`config.mk`:
```
export PLATFORM = sky130hd
export DESIGN_NAME = serial_addsub_n
export DESIGN_NICKNAME = d
export VERILOG_FILES = /design/src/rtl/serial_addsub_n.sv
export SDC_FILE = /design/constraint.sdc
export NUM_CORES = 1
export LEC_CHECK = 0
export ABC_CLOCK_PERIOD_IN_PS = 1500
export CAP_MARGIN = 20
export CORE_UTILIZATION = 35
export DETAILED_ROUTE_END_ITERATION = 16
export PLACE_DENSITY = 0.7
export REMOVE_ABC_BUFFERS = 1
export SYNTH_ARGS = -nofsm -noshare
export SYNTH_HDL_FRONTEND = slang
export SYNTH_SLANG_ARGS = --single-unit
```
`constraint.sdc`:
```
create_clock -name clk -period 1.5 [get_ports clk]
set_clock_uncertainty 0.1 [all_clocks]
set_input_delay 0.225 -clock clk [delete_from_list [all_inputs] [get_ports clk]]
set_output_delay 0.225 -clock clk [all_outputs]
set_load 0.02 [all_outputs]
```
`src/rtl/serial_addsub_n.sv`:
```
// ============================================================================
// serial_addsub_n : bit-serial (LSB-first) adder/subtractor, WIDTH+1 cycles/op
// Revision 1.0
// ============================================================================
`default_nettype none

module serial_addsub_n #(
  parameter int WIDTH = 8
) (
  input  logic             clk,
  input  logic             rst,
  input  logic             start,
  input  logic [WIDTH-1:0] A,
  input  logic [WIDTH-1:0] B,
  input  logic             cin,
  input  logic             sub,
  output logic [WIDTH-1:0] S,
  output logic             cout,
  output logic             ovf,
  output logic             busy,
  output logic             done
);

  localparam int CNT_W = (WIDTH > 2) ? $clog2(WIDTH) : 1;
  localparam logic [CNT_W-1:0] LAST_BIT = CNT_W'(WIDTH - 1);

  typedef enum logic [1:0] {
    IDLE = 2'd0,
    RUN  = 2'd1,
    DONE = 2'd2
  } state_t;

  state_t state, state_nxt;

  logic [WIDTH-1:0] a_sr;
  logic [WIDTH-1:0] b_sr;
  logic [WIDTH-2:0] res_sr;
  logic [CNT_W-1:0] cnt;
  logic             carry;

  logic accept;
  logic last_bit;
  logic sum_bit;
  logic carry_nxt;

  assign accept    = start && ((state == IDLE) || (state == DONE));
  assign last_bit  = (state == RUN) && (cnt == LAST_BIT);
  assign sum_bit   = a_sr[0] ^ b_sr[0] ^ carry;
  assign carry_nxt = (a_sr[0] & b_sr[0]) | (carry & (a_sr[0] ^ b_sr[0]));

  assign busy = (state == RUN);
  assign done = (state == DONE);

  always_ff @(posedge clk or negedge rst) begin
    if (!rst) begin
      state <= IDLE;
    end else begin
      state <= state_nxt;
    end
  end

  always_comb begin
    state_nxt = state;
    case (state)
      IDLE:    if (accept) state_nxt = RUN;
      RUN:     if (last_bit) state_nxt = DONE;
      DONE:    state_nxt = accept ? RUN : IDLE;
      default: state_nxt = IDLE;
    endcase
  end

  // Subtraction is A + ~B + ~cin, so the inverted borrow-in seeds the carry.
  always_ff @(posedge clk or negedge rst) begin
    if (!rst) begin
      a_sr   <= '0;
      b_sr   <= '0;
      res_sr <= '0;
      cnt    <= '0;
      carry  <= 1'b0;
      S      <= '0;
      cout   <= 1'b0;
      ovf    <= 1'b0;
    end else if (accept) begin
      a_sr  <= A;
      b_sr  <= sub ? ~B : B;
      carry <= cin ^ sub;
      cnt   <= '0;
    end else if (state == RUN) begin
      a_sr   <= a_sr >> 1;
      b_sr   <= b_sr >> 1;
      res_sr <= (res_sr >> 1) | ((WIDTH-1)'(sum_bit) << (WIDTH - 2));
      carry  <= carry_nxt;
      cnt    <= cnt + 1'b1;
      if (last_bit) begin
        // carry still holds the carry into the MSB at this point
        S    <= {sum_bit, res_sr};
        cout <= carry_nxt;
        ovf  <= carry ^ carry_nxt;
      end
    end
  end

endmodule

`default_nettype wire

```
---- Word level (Yosys, flattened, before mapping) ----
Index checks and enable logic that the tools add are counted.
word-level totals
  flip-flop bits (word level) ............. 39
  bits in latches ......................... 0
  memory bits (writable) .................. 0
  bits in read-only memories .............. 0
  input port bits ......................... 21
  output and inout port bits .............. 12
  logic and storage cells ................. 46
  memories kept ........................... 0
operators by class
  add/subtract/negate cells ............... 1
  multiply operators ...................... 0
  divide/modulo/power cells ............... 0
  magnitude comparators ................... 0
  equality and inequality tests ........... 5
  shifts and indexed selects .............. 0
  mux-type cells .......................... 13
  bitwise operators ....................... 10
  reduce and logical (&&, ||, !) cells .... 8
operators with widths
  operator               number
  $mux W8                5
  $not A8 Y8             1
  $or A6 B7 Y7           1
  $mux W3                2
  $pmux W2 S3            1
  $mux W2                2
  $reduce_and A2 Y1      2
  $xor A1 B1 Y1          4
  $add A3 B1 Y3 const B  1
  $eq A3 B3 Y1 const B   1
  $mux W1                3
  $reduce_and A3 Y1      1
  $and A1 B1 Y1          2
  $eq A2 B1 Y1 const B   1
  $eq A2 B2 Y1 const B   1
  $logic_and A1 B1 Y1    2
  $logic_not A2 Y1       1
  $ne A2 B1 Y1 const B   1
  $ne A2 B2 Y1 const B   1
  $reduce_bool A2 Y1     1
  $logic_or A1 B1 Y1     1
  $not A1 Y1             1
  $or A1 B1 Y1           1

---- Logic depth before layout (Yosys ltp) ----
  depth after elaboration ................. 5
  depth in mapped cells ................... 6
  mapped depth without buffers ............ 5

---- Worst setup path after synthesis ----
OpenSTA, ideal clock, no wires.
  path kind ............................... register to register
  from .................................... register cnt[0]
  to ...................................... register S[0]
  setup time .............................. 125 ps
  arrival ................................. 1404 ps
  data required time ...................... 1275 ps
  setup slack ............................. -128 ps
  cell stages (with the launch flop) ...... 6
  path buffers ............................ 1
  clock period less this slack ............ 1628 ps
  cell sequence ........................... dfrtp_1 -> ha_1 -> ha_1 -> nand3b_1 -> buf_2 -> mux2_2
on the way
  word-level cells in the longest chain between the ends .. 3
RTL lines
  what                                line  text
  start: declaration                  38    logic [CNT_W-1:0] cnt;
  start signal: assignment            93    cnt <= cnt + 1'b1;
  $eq A3 B3 Y1                        47    assign last_bit = (state == RUN) && (cnt == LAST_BIT);
  $logic_and A1 B1 Y1                 47
  $reduce_and A3 Y1 (no source line)  --
  end signal: assignment              96    S <= {sum_bit, res_sr};
  end: declaration                    17    output logic [WIDTH-1:0] S,
No other way between the ends.
A chain may end at the register's enable or synchronous reset.

---- Worst setup path after layout ----
  from .................................... register cnt[0]
  to ...................................... register S[4]
Same word-level chain as after synthesis.

==> flow_metrics.py <==
metrics = {
    "sta": {
        "maxSlewViolCount": 0,
        "setup_viol": 9,
        "rsz0062_at_grt": "true",
        "hold_viol": 0,
        "setup_ws_ps": -62.1,
        "max_freq_mhz": 640,
        "slew_headroom_pct": 70.8,
        "tns_ps": -388,
        "finalCriticalPeriod_ps": 1560,
        "timing.final.crit_share_pct": 104,
        "tightest_slew_ps": 438,
        "hold_ws_ps": 307,
    },
    "route": {
        "wl_per_cell_um": 13.8,
        "drc": 0,
        "wl_um": 3200,
        "firstDrtPassIters": 4,
        "ant_nets": 0,
        "drt_iter0_drc": 16,
        "vias": 1167,
        "vias_per_cell": 5.03,
    },
    "synth": {
        "ys_async_sr_fraction_pct": 100,
        "synth_edf_count": 0,
        "ys_seq_elements": 39,
        "seq_area_frac_synth_pct": 57.4,
        "synthAdderAreaFrac_pct": 2.65,
        "netlist_instances": 133,
        "synth_xor_area_share_pct": 5.15,
        "synth-compound-area-share_pct": 9.57,
        "synth_top_family_by_area": "multiplexers",
        "synth.most_common_cell": "dfrtp_1",
        "yosys.area.top_type": "dfrtp_1",
        "ys_types": 25,
        "netlist.area_leader.share_pct": 57.4,
        "synth.area.top_cells": "dfrtp_1 (57%), mux2_2 (11%), xnor2_1 (5.2%), a221o_1 (4.7%), mux2i_1 (3.5%)",
        "synth.avg_cell_area_um2": 12.8,
        "syn_area_um2": 1700,
        "synth_mux_area_share_pct": 14.1,
        "synthSimpleGateAreaFrac_pct": 7.36,
        "ys.warnings.count": 0,
        "synthTopCellsByCount": "dfrtp_1 (39), mux2_2 (16), nand2_1 (10), xnor2_1 (10)",
        "synth_ff_type": "dfrtp_1",
    },
    "setup_path": {
        "crit_family": "flip-flops",
        "path_class": "flop to flop",
        "path_buf_inv": 1,
        "cp-start-kind": "flop",
        "cp-end-kind": "flop",
        "critPathMaxStageDelay_ps": 390,
        "cp_slowest_cell": "dfrtp_1",
        "path_max_fanout": 12,
        "cp.required_ps": 1580,
        "cp.arrival_ps": 1640,
        "crit_path_cell_trace": "ha_2 > ha_4 > nand3b_1 > buf_12 > mux2_2",
    },
    "pwr": {
        "power_w": 0.00474,
        "seq_power_share_pct": 39.1,
        "intPower_w": 0.00316,
        "power_density_nw_per_um2": 2060,
        "vdd_drop_max_mv": 0.823,
        "swShare_pct": 33.3,
        "power_frac_clock_pct": 18.9,
        "switching_power_w": 0.00158,
        "combPwrFrac_pct": 41.9,
        "power.leakage_nw": 1.03,
    },
    "clocking": {
        "h-tree-depth": 2,
        "clk_latency_ps": 290,
        "cts.sinks": 39,
        "cts_root_buf": "clkbuf_8",
        "cts_tree": "built",
        "path_clk_slew_ps": 80,
        "cts_buffers": 5,
        "clock_path_buffers": 2,
    },
    "placed_design": {
        "dp_hpwl_um": 2350,
        "gp_congestion": 0.757,
        "place_area_um2": 2160,
        "portBuffers": 32,
        "dp_slack_ps": -150,
    },
    "floorplanning": {
        "start_util_pct": 37.8,
        "die_h_um": 71.7,
        "io_pins": 33,
        "rows": 24,
        "die_width_um": 71.7,
        "core_um2": 4500,
        "dieArea_um2": 5140,
    },
    "global_route": {
        "use_met1_pct": 18.6,
        "gr-usage-met3_pct": 4.64,
        "grt.busiest_layer": "met2",
        "grt_pass1_wl_um": 5600,
        "grt_max_degree": 22,
        "grtUsageTotal_pct": 14.4,
        "antenna_found_initial": 0,
        "grt_pass1_vias": 1204,
        "grtUsageMet2_pct": 22.6,
        "grt-ovfl-total": 0,
    },
    "layout": {
        "fin_area_um2": 2300,
        "antenna_cells": 0,
        "num-nets-final": 203,
        "areaGrowthSynthToFinish_pct": 35.5,
        "drive_gt1_share_pct": 25.6,
    },
    "status": {
        "violations": "negative setup slack",
        "status": "finished with violations",
    },
    "min_path": {
        "hp-class": "input port to asynchronous set/reset pin",
    },
    "run": {
        "cap_viol_max_count": 0,
    },
}
through the flow:
stage / cells / util (%)
2_1_floorplan: 125 / -
3_3_place_gp: 223 / 47.9
3_5_place_dp: 223 / 47.9
4_1_cts: 232 / 51.2
5_1_grt: 232 / 51.1
6_report: 232 / 51.1
layout make-up:
class / instances / area [um^2]
clock buffers: 6 / 82.6
repair buffers: 47 / 437
inverters: 2 / 10.0
well taps: 52 / 65.1
fillers: 411 / 2200
clock inverters: 2 / 35.0
flip-flops and latches: 39 / 976
multi-input cells: 84 / 698
logic make-up after synthesis:
family | count (synthesis)
AND/OR/NAND/NOR | 27
adder cells (fa/ha/maj) | 3
AO/OA/AOI/OAI | 22
multiplexers | 22
XOR/XNOR | 10
flip-flops | 39
buffers and inverters | 10
sequential cells by signal (all words and copies together), names as in the netlist, 2 cells and up:
name / flops
cnt: 3
res_sr: 7
S: 8
state: 2
b_sr: 8
a_sr: 8
power by group through the flow:
stage,sequential [W],combinational (W),clock [W]
2_1_floorplan,0.00196,0.00108,0
3_3_place_gp,0.00183,0.00196,0
3_5_place_dp,0.00187,0.00203,0
4_1_cts,0.00186,0.00200,0.000921
5_1_grt,0.00192,0.00218,0.000970
6_report,0.00185,0.00199,0.000897
worst paths after layout:
kind                       slack [ps]                   to          startpoint  cells after the start
hold reg to reg                   380      ovf$_DFFE_PN0P_     ovf$_DFFE_PN0P_                      2
setup / recovery                  -60     S[4]$_DFFE_PN0P_  cnt[0]$_DFFE_PN0P_                      5
min in group clk                  370  a_sr[7]$_DFFE_PN0P_                A[7]                      3
hold / removal                    310     S[6]$_DFFE_PN0P_                 rst                      2
max in group asynchronous         450  b_sr[7]$_DFFE_PN0P_                 rst                      3
setup reg to reg                  -60     S[4]$_DFFE_PN0P_  cnt[0]$_DFFE_PN0P_                      5
layer usage:
layer	share of wire (%)	routed length, um
met4	1.8	58
met3	4.3	137
met2	48	1550
met1	45	1450
met5	0	0
layout by cell type (no fill, tap or decap), types with 2 or more instances in the layout:
cell type	n
buf_4	11
nand2_1	10
dlygate4sd2_1	10
mux2_2	12
a22o_1	2
xnor2_1	10
nor2_1	9
buf_2	3
nor2b_1	2
buf_12	2
a221o_1	8
o21ai_0	9
mux2i_1	6
mux2_4	4
dfrtp_1	39
clkbuf_8	6
nand3_1	2
clkdlybuf4s50_1	19
repair_timing:
action / in CTS / in global routing
buffers inserted: 0 / 0
gates resized for setup: 23 / 4
pin swaps: 1 / 0
hold endpoints to repair: 19 / 0
hold buffers: 1 / 0
endpoints found under the setup margin: 27 / 20
Power figures use the tool's default switching activity.
